--- config.mk ---
export PLATFORM = sky130hd
export DESIGN_NAME = wb_arbiter
export DESIGN_NICKNAME = d
export VERILOG_FILES = /design/src/rtl/wb_arbiter.sv
export SDC_FILE = /design/constraint.sdc
export NUM_CORES = 1
export LEC_CHECK = 0
export ABC_AREA = 1
export CORE_MARGIN = 2
export CORE_UTILIZATION = 45
export DETAILED_ROUTE_END_ITERATION = 8
export PLACE_DENSITY = 0.75
export SYNTH_ARGS = -nofsm -noshare
export SYNTH_HDL_FRONTEND = slang
export SYNTH_SLANG_ARGS = --single-unit
--- constraint.sdc ---
create_clock -name clk -period 9.6 [get_ports clk]
set_clock_uncertainty 0.05 [all_clocks]
set_input_delay 0.96 -clock clk [delete_from_list [all_inputs] [get_ports clk]]
set_output_delay 0.96 -clock clk [all_outputs]
set_load 0.05 [all_outputs]
--- src/rtl/wb_arbiter.sv ---
// Writeback arbiter: merges single-cycle ALU results with buffered LSU results
// onto the register file's single write port, with x0 suppression and starvation bounding.
module wb_arbiter #(
  parameter int DEPTH      = 2,
  parameter int STARVE_MAX = 4
) (
  input  logic                     clk,
  input  logic                     rst,
  input  logic                     alu_valid,
  output logic                     alu_ready,
  input  logic [4:0]               alu_rd,
  input  logic [31:0]              alu_data,
  input  logic                     lsu_valid,
  output logic                     lsu_ready,
  input  logic [4:0]               lsu_rd,
  input  logic [31:0]              lsu_data,
  output logic                     wen,
  output logic [4:0]               waddr,
  output logic [31:0]              wdata,
  output logic [$clog2(DEPTH):0]   fifo_count
);

  localparam int AW = $clog2(DEPTH);
  localparam int CW = AW + 1;
  localparam int SW = $clog2(STARVE_MAX + 1);

  logic [4:0]    rdMem_q   [DEPTH];
  logic [31:0]   dataMem_q [DEPTH];
  logic [AW-1:0] head_q, head_d;
  logic [AW-1:0] tail_q, tail_d;
  logic [CW-1:0] count_q, count_d;
  logic [SW-1:0] starve_q, starve_d;
  logic          wen_q, wen_d;
  logic [4:0]    waddr_q, waddr_d;
  logic [31:0]   wdata_q, wdata_d;

  logic aluXfer, lsuXfer, fifoEmpty;
  logic aluWin, pop, bypass, push;

  // Readies depend only on registered state, so a same-cycle pop never frees a slot for a push.
  assign lsu_ready = (count_q != CW'(DEPTH));
  assign alu_ready = (starve_q != SW'(STARVE_MAX));
  assign aluXfer   = alu_valid && alu_ready;
  assign lsuXfer   = lsu_valid && lsu_ready;
  assign fifoEmpty = (count_q == '0);

  assign aluWin = aluXfer && (alu_rd != 5'd0);
  assign pop    = !aluWin && !fifoEmpty;
  assign bypass = !aluWin && fifoEmpty && lsuXfer && (lsu_rd != 5'd0);
  assign push   = lsuXfer && (lsu_rd != 5'd0) && !bypass;

  always_comb begin
    wen_d    = 1'b0;
    waddr_d  = waddr_q;
    wdata_d  = wdata_q;
    head_d   = head_q;
    tail_d   = tail_q;
    count_d  = count_q;
    starve_d = starve_q;

    if (aluWin) begin
      wen_d   = 1'b1;
      waddr_d = alu_rd;
      wdata_d = alu_data;
    end else if (pop) begin
      wen_d   = 1'b1;
      waddr_d = rdMem_q[head_q];
      wdata_d = dataMem_q[head_q];
    end else if (bypass) begin
      wen_d   = 1'b1;
      waddr_d = lsu_rd;
      wdata_d = lsu_data;
    end

    if (pop) begin
      head_d = head_q + AW'(1);
    end
    if (push) begin
      tail_d = tail_q + AW'(1);
    end
    count_d = count_q + CW'(push) - CW'(pop);

    // The counter only measures losses while something is actually waiting.
    if (fifoEmpty || pop) begin
      starve_d = '0;
    end else if (aluWin && (starve_q != SW'(STARVE_MAX))) begin
      starve_d = starve_q + SW'(1);
    end
  end

  always_ff @(posedge clk or negedge rst) begin
    if (!rst) begin
      head_q   <= '0;
      tail_q   <= '0;
      count_q  <= '0;
      starve_q <= '0;
      wen_q    <= 1'b0;
      waddr_q  <= '0;
      wdata_q  <= '0;
    end else begin
      head_q   <= head_d;
      tail_q   <= tail_d;
      count_q  <= count_d;
      starve_q <= starve_d;
      wen_q    <= wen_d;
      waddr_q  <= waddr_d;
      wdata_q  <= wdata_d;
    end
  end

  always_ff @(posedge clk) begin
    if (push) begin
      rdMem_q[tail_q]   <= lsu_rd;
      dataMem_q[tail_q] <= lsu_data;
    end
  end

  assign wen        = wen_q;
  assign waddr      = waddr_q;
  assign wdata      = wdata_q;
  assign fifo_count = count_q;

endmodule

-- Word level (Yosys, flattened, before mapping)
Memory sizes are Yosys's and may differ from the RTL's.
Index checks and enable logic that the tools add are counted.
- register bits: 45
- bits in writable memories: 74
- bits of input ports: 78
- logic and storage cells: 48
- memories: 2
- $add $sub $neg: 5
- eq/ne operators: 2
- mux-type cells: 13
- reduce and logical (&&, ||, !) cells: 19
- memory list (name ; words ; bits a word ; rd ports ; clocked after memory_dff ; write ports ; RTL line ; text):
    dataMem_q ; 2 ; 32 ; 1 ; 0 ; 1 ; 28 ; logic [31:0] dataMem_q [DEPTH];
    rdMem_q ; 2 ; 5 ; 1 ; 0 ; 1 ; 27 ; logic [4:0] rdMem_q [DEPTH];
- operators with widths (kind ; count):
    2-to-1 mux 32 bit ; 3
    2-to-1 mux 5 bit ; 3
    logical AND 1 bit ; 10
    nonzero test 5 bit ; 2
    2-to-1 mux 3 bit ; 2
    2-to-1 mux 1 bit ; 5
    adder 3 x 1 -> 3 bit (second input constant) ; 1
    zero test 1 bit ; 3
    inequality test 3 bit (second input constant) ; 1
    nonzero test 3 bit ; 1
    adder 1 bit (second input constant) ; 2
    adder 2 x 1 -> 2 bit ; 1
    zero test 2 bit ; 1
    inequality test 2 bit (second input constant) ; 1
    nonzero test 2 bit ; 1
    subtractor 2 x 1 -> 2 bit ; 1
    logical OR 1 bit ; 1

-- Depth between registers and ports, before layout
- depth in word-level cells: 11
- depth in mapped cells: 13
- mapped depth without buffers: 11

-- Least setup slack after synthesis
No wires, ideal clock.
- kind: register to register
- start point: register starve_q[0]
- end point: memory dataMem_q[1][0], enable pin
- setup time: 433 ps
- arrival time: 3151 ps
- data required time: 9117 ps
- slack: 5967 ps
- stages on the path, launching flop included: 10
- buffers on the path: 1
- clock period less this slack: 3633 ps
- cell sequence: dfrtp_1 -> inv_1 -> ha_1 -> nand2_1 -> and2_4 -> nand2_4 -> buf_8 -> nand2_1 -> nand2_1 -> nor2_1
- longest elaborated chain between the ends: 11
- ends and longest elaborated chain (item ; RTL line ; text):
    from (decl) ; 32 ; logic [SW-1:0] starve_q, starve_d;
    from (signal assigned) ; 104 ; starve_q <= starve_d;
    inequality test 3 bit ; 42 ; assign alu_ready = (starve_q != SW'(STARVE_MAX));
    net alu_ready ; 10 ; output logic alu_ready,
    logical AND 1 bit ; 43 ; assign aluXfer = alu_valid && alu_ready;
    logical AND 1 bit ; 47 ; assign aluWin = aluXfer && (alu_rd != 5'd0);
    zero test 1 bit ; 49 ; assign bypass = !aluWin && fifoEmpty && lsuXfer && (lsu_rd != 5'd0);
    logical AND 1 bit (3 in a row) ; 49 ;
    zero test 1 bit ; 50 ; assign push = lsuXfer && (lsu_rd != 5'd0) && !bypass;
    logical AND 1 bit ; 50 ;
    2-to-1 mux 1 bit ; 112 ; if (push) begin
    2-to-1 mux 1 bit (implied by the code) ; 114 ; dataMem_q[tail_q] <= lsu_data;
    to (decl) ; 28 ;
The timed path passes the listed nets, and every way through them passes these cells.

-- Worst setup path after layout
- start point: input port alu_rd[2]
- end point: memory dataMem_q[1][3], enable pin
- longest elaborated chain between the ends: 10
- ends and longest elaborated chain (item ; RTL line ; text):
    from (decl) ; 11 ; input logic [4:0] alu_rd,
    nonzero test 5 bit ; 47 ;
    logical AND 1 bit ; 47 ;
    zero test 1 bit ; 49 ;
    logical AND 1 bit (3 in a row) ; 49 ;
    zero test 1 bit ; 50 ;
    logical AND 1 bit ; 50 ;
    2-to-1 mux 1 bit ; 112 ;
    2-to-1 mux 1 bit (implied by the code) ; 114 ;
No other way between the ends.

==> results by group <==
Synthesis
  – Yosys reg bits: 119
  – Synthesized cell area: 5560 µm²
  – Synth area leaders: edfxtp_1, dfrtp_1, nand2_1
  – Top-area cell type share of the netlist area: 40.0%
  – Syn Inst Count: approximately 610
  – Register area share after synthesis: 60.2%
  – Yosys top cell by area: edfxtp_1
  – Syn Area/Cell: between 9 and 10 µm²
  – Ys Warns: 0
  – Net Count, Synth: approximately 700
  – Library cells used by synthesis: 26

Outcome
  – Run status: finished clean

Drt
  – Vias post-DR: between 4,000 and 5,000
  – Drt total wl: approximately 13 mm
  – Residual DRC: 0
  – Initial DRC Count: approximately 360
  – Vias per Instance: between 5 and 6
  – Routed length on met2: roughly 7 mm
  – Remaining antenna violation count: 0
  – WL/cell: 15.2 µm
  – Routed wl met3: ~840 µm
  – Wire length on met1: roughly 5.5 mm
  – Top layer in use: met4
  – Drt pass-1 iters: 5

Timing
  – Relative max-transition margin: 22.9%
  – Fin crit period: approximately 3500 ps
  – Tcrit/Tclk final: between 30% and 40%
  – Fmax: 284 MHz
  – Transition time of the tightest slew-check pin: around 1200 ps
  – Final setup violation count: 0
  – Slew Viols, Final: 0
  – Post-route setup TNS: 0 ps
  – Final Hold Vio Count: 0
  – RSZ-0062 raised after global routing: false

Power
  – Total power: roughly 2400 µW
  – Worst VDD drop: 0.000218 V
  – Leakage Power: between 0.003 and 0.004 µW
  – PD cells: 337 nW/µm²

Clock network
  – Setup Buffers After CTS: 0
  – Worst-path clk slew: around 50 ps
  – Hold_buf cts: 0
  – Root Driver: clkbuf_16
  – TritonCTS buffer count: 17
  – Max clock buf depth: 2
  – Post_cts resized: 0
  – TritonCTS clock tree: built
  – Later-pin clock latency in the skew report: roughly 410 ps
  – Clk sinks: ~120
  – H-Tree Level Count: 4

Global route
  – Vias in the first global route: about 4,500
  – Overall routing resource usage: a little over a fifth
  – Largest net degree at the start of global routing: between 70 and 80
  – Global-route wire length before repair: about 22 mm
  – Initial antenna violation count: 0
  – Total grt overflow: 0

Critical path
  – Crit-path max FO: 76
  – Worst Path Arrival: 3490 ps
  – CP Class: input port to flop
  – Critical Path RT: roughly 9600 ps
  – CP startpoint kind: input port
  – Critical Path Sink Type: flop
  – R2R depth: 8

Floorplanning
  – Chip Width: around 120 µm
  – Cell Rows: 40
  – Die height: between 100 and 150 µm
  – Die ar.: 13,300 µm²
  – Core Box Area: 12,000 µm²
  – I/O Pins: 120
  – Initial Util: 46.3%

Placed design
  – Final HPWL DP: 8.15 mm
  – Post-Place Cell Area: ~6700 µm²
  – PortBufs: between 100 and 150
  – Gpl congestion: 0.750

Final layout
  – Synth-to-Final Area Change: 30.7%
  – Nets: slightly below 800
  – Post-route cell area: about 7300 µm²
  – # diodes: 0
  – Fraction of layout cells with a size suffix above 1: 6.49%

Worst hold path
  – Hold Crit Depth: 1
  – Hold WC Path Type: flop to flop

Flow run
  – Maxcap violations: 0
-- worst paths after layout --
| kind | start | endpoint | slack, ps |
|---|---|---|---|
| hold reg to reg | starve_q[0] | starve_q[0] | 410 |
| min in group asynchronous | rst | wdata[12] | 700 |
| setup reg to reg | starve_q[0] | dataMem_q[1][3] | 6520 |
| max in group asynchronous | rst | waddr[1] | 8130 |
| hold / removal | starve_q[0] | starve_q[0] | 410 |
| setup / recovery | alu_rd[2] | dataMem_q[1][3] | 6070 |
-- power breakdown --
part | switching, µW | internal (µW)
Combinational | 687 | 320
Sequential | 97.6 | 724
Clock | 208 | 409
Total | 993 | 1450
-- stage by stage --
stage               hold slack, ps  util [%]  std cells  setup WS [ps]
floorplan                      381         -        606           5970
global placement               395      55.7        839           5790
detailed placement             408      55.7        839           5670
CTS                            415      60.5        871           6090
global route                   463      60.5        871           5830
finish                         414      60.5        871           6070
-- layer usage --
layer / track usage, % / vias to the layer above
li1: - / 2158
met1: 25.3 / 2104
met2: 37.3 / 141
met3: 5.43 / 12
met4: 8.76 / 0
met5: 0 / -
-- placed cells by master (no fill, tap or decap), types with 3 or more instances in the layout --
master / n
ha_1: 4
o21ai_0: 12
xnor2_1: 3
nand2_1: 211
edfxtp_1: 74
clkbuf_8: 4
nand3_1: 72
clkbuf_16: 17
inv_1: 37
or2_2: 12
clkdlybuf4s50_1: 118
dfrtp_1: 45
inv_2: 3
clkbuf_1: 7
nor2_4: 3
o21ai_1: 12
nor2_1: 77
-- Yosys cell counts, drive strengths merged --
master  instances
a21oi           1
xnor2           3
o21ai          24
edfxtp         74
nor2           80
xor2            1
a21boi          1
or2            12
and2            1
o211ai          2
clkbuf          3
nand3          73
inv            40
buf            30
dfrtp          45
ha              4
nand2         212
-- critical path, stage by stage --
cell and delay, ps:
clkdlybuf4s50_1 540, nor2_1 70, nand3_1 130, nand2_4 430, nand2_1 260, nand2_1 190, nor2_4 890
-- final cells by class --
| cell class | instances | area, µm² |
|---|---|---|
| Fill cell | 995 | 4750 |
| Sequential cell | 119 | 3350 |
| Multi-Input combinational cell | 414 | 1820 |
| Timing Repair Buffer | 119 | 1190 |
| Clock buffer | 28 | 507 |
| Tap cell | 147 | 184 |
| Inverter | 40 | 150 |
| Clock inverter | 4 | 70.1 |
-- kinds of logic after synthesis --
family,count (synthesis),share of synthesized area [%]
AND/OR/NAND/NOR,378,28.3
AO/OA/AOI/OAI,28,2.66
buffers and inverters,73,7.27
XOR/XNOR,4,0.630
flip-flops,119,60.2
adder cells (fa/ha/maj),4,0.901
-- flip-flops by register name (all words and copies together), names as in the netlist --
signal	flops
dataMem_q	64
wdata	32
rdMem_q	10
waddr	5
starve_q	3
fifo_count	2
head_q	1
tail_q	1
wen	1
Note: power is estimated with default switching activity, not from simulation.
